==> config.mk <==
export PLATFORM = sky130hd
export DESIGN_NAME = alu_irq_pipe
export DESIGN_NICKNAME = d
export VERILOG_FILES = /design/src/rtl/alu_irq_pipe.sv
export SDC_FILE = /design/constraint.sdc
export NUM_CORES = 1
export LEC_CHECK = 0
export ABC_AREA = 1
export CORE_MARGIN = 2
export CORE_UTILIZATION = 58
export DETAILED_ROUTE_END_ITERATION = 6
export PLACE_DENSITY_LB_ADDON = 0.08
export SLEW_MARGIN = 20
export SYNTH_ARGS = -nofsm -noshare
export SYNTH_HDL_FRONTEND = slang
export SYNTH_SLANG_ARGS = --single-unit
==> constraint.sdc <==
create_clock -name clk -period 3.05 [get_ports clk]
set_clock_uncertainty 0.2 [all_clocks]
set_input_delay 0.305 -clock clk [delete_from_list [all_inputs] [get_ports clk]]
set_output_delay 0.305 -clock clk [all_outputs]
set_load 0.01 [all_outputs]
==> src/rtl/alu_irq_pipe.sv <==
// alu_irq_pipe: 2-stage valid/ready bitwise ALU with a programmable match-table interrupt
module alu_irq_pipe #(
  parameter int WIDTH     = 8,
  parameter int IRQ_CNT_W = 8
) (
  input  logic                 clk,
  input  logic                 rst_n,
  input  logic                 global_enable,
  input  logic                 in_valid,
  output logic                 in_ready,
  input  logic                 enable_a,
  input  logic                 enable_b,
  input  logic [1:0]           op_a,
  input  logic [1:0]           op_b,
  input  logic [WIDTH-1:0]     in_a,
  input  logic [WIDTH-1:0]     in_b,
  output logic                 out_valid,
  input  logic                 out_ready,
  output logic [WIDTH-1:0]     out,
  output logic [2:0]           out_op,
  input  logic                 cfg_we,
  input  logic [3:0]           cfg_addr,
  input  logic [WIDTH-1:0]     cfg_wdata,
  output logic [WIDTH-1:0]     cfg_rdata,
  input  logic                 irq_clear,
  output logic                 irq,
  output logic [2:0]           irq_src,
  output logic [IRQ_CNT_W-1:0] irq_cnt
);
  logic                 s1_valid, s2_valid, advance1, advance2, load2, ev;
  logic [WIDTH-1:0]     s1_a, s1_b, res;
  logic [2:0]           s1_k;
  logic [WIDTH-1:0]     match [8];
  logic [7:0]           irq_mask;
  assign advance2  = global_enable && (!s2_valid || out_ready);
  assign advance1  = global_enable && (!s1_valid || advance2);
  assign in_ready  = advance1;
  assign out_valid = s2_valid;
  assign load2     = advance2 && s1_valid;
  assign ev        = load2 && irq_mask[s1_k] && res == match[s1_k];
  assign cfg_rdata = cfg_addr[3] ? (cfg_addr[2:0] == 3'd0 ? WIDTH'(irq_mask) : '0) : match[cfg_addr[2:0]];
  always_comb begin
    res = '0;
    case (s1_k)
      3'd0, 3'd5: res = s1_a & s1_b;
      3'd1:       res = ~(s1_a & s1_b);
      3'd2, 3'd7: res = s1_a | s1_b;
      3'd3:       res = s1_a ^ s1_b;
      3'd4:       res = ~(s1_a ^ s1_b);
      default:    res = ~(s1_a | s1_b);
    endcase
  end
  // Beats with no op group selected are swallowed at S1 entry.
  always_ff @(posedge clk or negedge rst_n) begin
    if (!rst_n) begin
      s1_valid <= 1'b0;
      s1_a     <= '0;
      s1_b     <= '0;
      s1_k     <= '0;
      s2_valid <= 1'b0;
      out      <= '0;
      out_op   <= '0;
    end else begin
      if (advance1) begin
        s1_valid <= in_valid && (enable_a || enable_b);
        s1_a     <= in_a;
        s1_b     <= in_b;
        s1_k     <= enable_a ? {1'b0, op_a} : {1'b1, op_b};
      end
      if (advance2) s2_valid <= s1_valid;
      if (load2) begin
        out    <= res;
        out_op <= s1_k;
      end
    end
  end
  always_ff @(posedge clk or negedge rst_n) begin
    if (!rst_n) begin
      for (int i = 0; i < 8; i++) match[i] <= '1;
      irq_mask <= '0;
    end else if (cfg_we && !cfg_addr[3]) begin
      match[cfg_addr[2:0]] <= cfg_wdata;
    end else if (cfg_we && cfg_addr == 4'd8) begin
      irq_mask <= cfg_wdata[7:0];
    end
  end
  // A same-cycle event overrides irq_clear and restarts the capture.
  always_ff @(posedge clk or negedge rst_n) begin
    if (!rst_n) begin
      irq     <= 1'b0;
      irq_src <= '0;
      irq_cnt <= '0;
    end else if (ev) begin
      irq <= 1'b1;
      if (!irq || irq_clear) irq_src <= s1_k;
      irq_cnt <= irq_clear ? IRQ_CNT_W'(1) : (&irq_cnt ? irq_cnt : irq_cnt + 1'b1);
    end else if (irq_clear) begin
      irq     <= 1'b0;
      irq_src <= '0;
      irq_cnt <= '0;
    end
  end
endmodule

Word level (Yosys, flattened, before mapping)
Cells that the tools add are included.
- flip-flop bits (word level): 116
- input port bits: 41
- output and inout bits: 33
- logic and storage cells: 93
- add/subtract/negate cells: 1
- $lt $le $gt $ge: 4
- equal/unequal tests: 10
- multiplexer cells: 24
- bitwise gates (word level): 9
- reduce and logical (&&, ||, !) cells: 26
- operators with widths (kind ; number):
    8-bit two-way mux ; 11
    64-bit bitwise mux ; 1
    8-bit binary-select mux with 3-bit select ; 2
    8-bit case mux with 5 select lines ; 1
    8-bit demux with 3-bit select ; 1
    8-bit inverter ; 3
    3-bit two-way mux ; 4
    3-bit == test (second input constant) ; 3
    1-bit logical AND ; 9
    8-bit by 1-bit adder with 8-bit output (second input constant) ; 1
    8-bit bitwise AND ; 1
    8-bit == test ; 1
    4-bit >= comparator (second input constant) ; 2
    3-bit inverter with 4-bit output ; 2
    8-bit bitwise OR ; 1
    8-bit AND reduction ; 1
    8-bit bitwise XOR ; 1
    3-bit by 2-bit == test with 1-bit output (second input constant) ; 2
    3-bit logical NOT ; 2
    2-bit AND reduction ; 3
    4-bit == test (second input constant) ; 1
    1-bit logical NOT ; 4
    1-bit logical OR ; 4
    3-bit by 4-bit less-than comparator with 1-bit output (second input constant) ; 1
    9 further kinds ; 12

Depth between registers and ports, before layout
- word-level depth: 8
- depth in mapped cells: 20
- mapped depth without buffers: 17

Worst setup path after synthesis
Ideal clock, no wire load.
- kind: register -> register
- from: reg s1_k[0]
- to: reg irq_cnt[3]
- setup time: 0.118 ns
- arrival time: 1.799 ns
- required time: 2.732 ns
- path slack: 0.933 ns
- cell stages (with the launch flop): 18
- buffers on the path: 3
- path through: dfrtp_1 -> buf_4 -> inv_2 -> buf_6 -> buf_6 -> nand2_1 -> nand2_1 -> nand2_1 -> nand3_1 -> o21ai_0 -> nand2_1 -> nand2_1 -> nor2_1 -> nand2_1 -> nor2_4 -> nand3_2 -> nand3_1 -> nand2_1
- word-level cells in the longest chain between the ends: 8
- elaborated cells between the ends (all ways): 22
- RTL lines (what ; RTL line ; text):
    from (decl) ; 32 ; logic [2:0] s1_k;
    from (signal assigned) ; 68 ; s1_k <= enable_a ? {1'b0, op_a} : {1'b1, op_b};
    3-bit inverter with 4-bit output (implied by the code) ; 40 ; assign ev = load2 && irq_mask[s1_k] && res == match[s1_k];
    8-bit binary-select mux with 3-bit select ; 40 ;
    8-bit two-way mux (implied by the code) (2 in series) ; 40 ;
    8-bit == test ; 40 ;
    1-bit logical AND * ; 40 ;
    2-bit nonzero test (no source line) ; n/a ;
    2-bit AND reduction (no source line) ; n/a ;
    to (signal assigned) ; 96 ; irq_cnt <= irq_clear ? IRQ_CNT_W'(1) : (&irq_cnt ? irq_cnt : irq_cnt + 1'b1);
    to (decl) ; 28 ; output logic [IRQ_CNT_W-1:0] irq_cnt
Every way passes the cells marked *; elsewhere a longest branch is shown, timed or not. The select of a mux whose other input is x is not followed.
A chain may end at the register's enable or synchronous reset.

Final worst setup path
- from: in cfg_addr[2]
- to: out cfg_rdata[0]
- word-level cells in the longest chain between the ends: 5
- elaborated cells between the ends (all ways): 7
- RTL lines (what ; RTL line ; text):
    from (decl) ; 22 ; input logic [3:0] cfg_addr,
    3-bit inverter with 4-bit output (implied by the code) ; 41 ; assign cfg_rdata = cfg_addr[3] ? (cfg_addr[2:0] == 3'd0 ? WIDTH'(irq_mask) : '0) : match[cfg_addr[2:0]];
    8-bit binary-select mux with 3-bit select ; 41 ;
    8-bit two-way mux (implied by the code) (2 in series) ; 41 ;
    8-bit two-way mux * ; 41 ;
    to (decl) ; 24 ; output logic [WIDTH-1:0] cfg_rdata,
Marks and branches as above.

==> results.toml <==
[run_status]
outcome = "finished, final reports clean"

[cells_and_area]
finalNetCount = 1142
antenna_cells = 0
post-route-util = 0.724
combined_area_of_the_multi_input_logic_cells_um2 = 3360
fill_cells = 995
regArea_um2 = 2980
ratio_of_cells_with_drive_above_1_in_the_final_layout = 0.137
flow.area_growth_from_synthesis_pct = 23.0
final_cells = 1244
final_design_area_no_fill_um2 = 8580

[global_route]
global_route.usage.total = 0.331
grt-busiest-layer = "met2"
grt.met1_usage = 0.479
antenna_violations_before_repair = 0
first_global_vias = 6207
grt_overflow = 0
grt_start_max_net_pins = 75
grtUsageMet2 = 0.494
globalRouteMet3Util = 0.0792
global_route_wire_length_before_repair_um = 32700

[logic_synthesis]
synth-main-ff-cell = "sky130_fd_sc_hd__dfstp_2"
share_of_synthesized_area_occupied_by_flip_flops_and_latches = 0.427
ys_async_sr_fraction = 1.00
synth_enable_flop_cells = 0
top_cells_by_area_synth = "sky130_fd_sc_hd__dfstp_2 (24%), sky130_fd_sc_hd__nand2_1 (20%), sky130_fd_sc_hd__dfrtp_1 (19%)"
syn_nets = 1050
ys_seq_elements = 116
post_synth_num_cell_types = 37
post_synth_inst_count = 992
synth_top_area_cell = "sky130_fd_sc_hd__dfstp_2"
share_of_yosys_cell_area_claimed_by_the_top_area_cell_type = 0.241
yosysWarnings = 0
netlist_area_um2 = 6980
mean_cell_area_of_the_mapped_netlist_um2 = 7.04

[die]
coreArea_um2 = 11900
std_cell_rows = 40
die_width_um = 114
die_h_um = 114
initial_utilization = 0.588
boundaryPins = 74
die_outline_area_um2 = 12900

[placement]
gpl.final_weighted_congestion = 0.954
placed_cells_incl_taps = 1206
dp_hpwl_um = 14800
dpl_cell_area_um2 = 7940
port-buffer-count = 73

[drt]
wl_um = 20700
post-route-drc-count = 0
drt_iter0_markers = 667
dr_total_vias = 6856
wl_per_cell_um = 16.6
ant_nets = 0
detail_route.first_pass.iterations = 6
vias_per_cell = 5.51

[setup_path]
worst-path-buf-inv = 5
crit_path_cell_trace = "clkdlybuf4s50_1, inv_1, nor3_2, inv_1, o22ai_1, a21oi_1, nand4_1, a21boi_0, buf_4, clkdlybuf4s50_1"
classification_of_the_worst_setup_path = "in2out"
critical_path_peak_fanout = 6
critPathLaunchType = "primary input"
slowest_stage = "sky130_fd_sc_hd__clkdlybuf4s50_1"
timing.critical_path.required_ns = 2.54
cp_slowest_stage_delay_ns = 0.53
endpoint_kind = "primary output"
cp.arrival_ns = 2.47
cpLargestDelayFamily = "buffers and inverters"

[sta]
setup_total_negative_slack_ns = 0
final-setup-viol-count = 0
max_clock_freq_mhz = 336
timing.final.max_slew_violations = 0
layout_worst_path_cycle_share = 0.974
timing.slew.headroom = 0.491
timing_worst_slew_pin_value_ns = 0.762
period_needed_ns = 2.97
finalHoldViolCount = 0
unrepaired_setup_endpoints_after_global_routing = "false"

[clocking]
cts.sinks = 116
clk-insertion-delay-late_ns = 0.42
tritoncts = "done"
cts_inserted_buffers = 17
clockBufferDepth = 2
root_buffer = "sky130_fd_sc_hd__clkbuf_16"
path_clk_slew_ns = 0.05
htree_num_levels = 4

[power]
cellPowerDensity_nw_per_um2 = 700
worst_ir_drop_vdd_mv = 0.716
p_leak_nw = 4.31

[worst_hold_path]
worstHoldPathType = "in2async"

[run]
cap_viol_max_count = 0
==> synth_stat cells, types with 4 or more instances <==
cell,number
sky130_fd_sc_hd__a21oi_1,11
sky130_fd_sc_hd__a221oi_1,7
sky130_fd_sc_hd__buf_2,7
sky130_fd_sc_hd__clkbuf_1,17
sky130_fd_sc_hd__dfrtp_1,52
sky130_fd_sc_hd__dfstp_2,64
sky130_fd_sc_hd__ha_1,17
sky130_fd_sc_hd__inv_1,125
sky130_fd_sc_hd__inv_2,6
sky130_fd_sc_hd__nand2_1,372
sky130_fd_sc_hd__nand2_2,7
sky130_fd_sc_hd__nand3_1,46
sky130_fd_sc_hd__nand3b_1,12
sky130_fd_sc_hd__nand4_1,10
sky130_fd_sc_hd__nor2_1,73
sky130_fd_sc_hd__nor2_2,4
sky130_fd_sc_hd__o21ai_0,112
sky130_fd_sc_hd__o22ai_1,12
sky130_fd_sc_hd__xor2_1,4
==> kinds of logic (layout without fill, tap and decap cells) <==
logic type      count (synthesis)  after routing  share of synthesized area
mux                             1              1                    0.00143
simple gates                  535            535                      0.318
flops                         116            116                      0.427
buf+inv                       162            267                     0.0927
fa+ha+maj                      17             17                     0.0305
xor+xnor                        5              5                    0.00627
compound gates                156            156                      0.124
==> timing repair <==
item                                    CTS  global route
setup buffers                             0             5
endpoints found under the setup margin    0             5
endpoints found under the hold margin    10             0
resized for setup                         0             7
hold buffers                              1             0
==> cell type report <==
type	count	share of cell area
Timing Repair Buffer	104	0.115
Inverter	131	0.0577
Clock buffer	25	0.0590
Sequential cell	116	0.348
Clock inverter	7	0.00816
Tap cell	147	0.0214
Multi-Input combinational cell	714	0.392
==> state kept, by name, indices dropped and copies added (netlist names) <==
name / flops
match: 64
irq_cnt: 8
irq_mask: 8
out: 8
s1_a: 8
s1_b: 8
irq_src: 3
out_op: 3
s1_k: 3
irq: 1
out_valid: 1
s1_valid: 1
==> worst register-to-register path: stages (launching register included) <==
cell and delay, ns:
sky130_fd_sc_hd__dfrtp_1 0.52, sky130_fd_sc_hd__nor2_1 0.29, sky130_fd_sc_hd__nand2_1 0.08, sky130_fd_sc_hd__nand2_1 0.25, sky130_fd_sc_hd__nand2_1 0.09, sky130_fd_sc_hd__nand2_1 0.07
sky130_fd_sc_hd__inv_1 0.04, sky130_fd_sc_hd__nand2_1 0.11, sky130_fd_sc_hd__nand2_1 0.10, sky130_fd_sc_hd__nand2_1 0.09, sky130_fd_sc_hd__nand2_1 0.06, sky130_fd_sc_hd__nor2_1 0.11
sky130_fd_sc_hd__nand2_1 0.09, sky130_fd_sc_hd__nor2_4 0.15, sky130_fd_sc_hd__nand3_2 0.17, sky130_fd_sc_hd__nand3_1 0.12, sky130_fd_sc_hd__nand2_1 0.05
==> power by group <==
| part | switching, mW | leakage (nW) | internal, mW |
|---|---|---|---|
| Clock | 0.698 | 0.279 | 1.23 |
| Sequential | 0.257 | 1.33 | 1.99 |
| Combinational | 1.15 | 2.70 | 0.689 |
==> cells in the final DEF, fill, tap and decap left out, types with 7 or more instances in the layout <==
| master | n |
|---|---|
| sky130_fd_sc_hd__dfstp_2 | 64 |
| sky130_fd_sc_hd__nand3_1 | 45 |
| sky130_fd_sc_hd__ha_1 | 17 |
| sky130_fd_sc_hd__dfrtp_1 | 52 |
| sky130_fd_sc_hd__buf_4 | 30 |
| sky130_fd_sc_hd__o22ai_1 | 12 |
| sky130_fd_sc_hd__nor2_1 | 73 |
| sky130_fd_sc_hd__nand2_2 | 7 |
| sky130_fd_sc_hd__nand4_1 | 10 |
| sky130_fd_sc_hd__nand3b_1 | 12 |
| sky130_fd_sc_hd__a21oi_1 | 11 |
| sky130_fd_sc_hd__clkdlybuf4s50_1 | 69 |
| sky130_fd_sc_hd__nand2_1 | 372 |
| sky130_fd_sc_hd__a221oi_1 | 7 |
| sky130_fd_sc_hd__inv_1 | 124 |
| sky130_fd_sc_hd__o21ai_0 | 112 |
| sky130_fd_sc_hd__clkbuf_16 | 18 |
==> layer usage <==
| layer | part of all wire | vias up |
|---|---|---|
| met1 | 0.45 | 3207 |
| met4 | 0.020 | 0 |
| met2 | 0.44 | 286 |
| met3 | 0.087 | 35 |
| met5 | 0 | - |
| li1 | - | 3328 |
==> worst paths after layout <==
path / end / slack [ns] / cells past startpoint / from
worst max-delay path: cfg_rdata[0] / 0.08 / 10 / cfg_addr[2]
worst min-delay path: irq_mask[7] / 0.19 / 2 / rst_n
worst max register to register: irq_cnt[5] / 0.35 / 16 / s1_k[0]
worst min register to register: out[4] / 0.29 / 2 / out[4]
max in group asynchronous: match[48] / 1.65 / 3 / rst_n
min in group clk: s1_a[3] / 0.24 / 3 / in_a[3]
==> per-stage QoR <==
step	power [mW]	setup WS [ns]	hold WS [ns]
2_1_floorplan	3.35	0.933	-0.191
3_3_place_gp	4.01	0.0765	0.120
5_1_grt	6.35	0.00526	0.245
4_1_cts	5.98	0.0536	0.214
6_report	6.01	0.0781	0.193
3_5_place_dp	4.04	0.0618	0.120
Note: power is estimated with default switching activity, not from simulation.
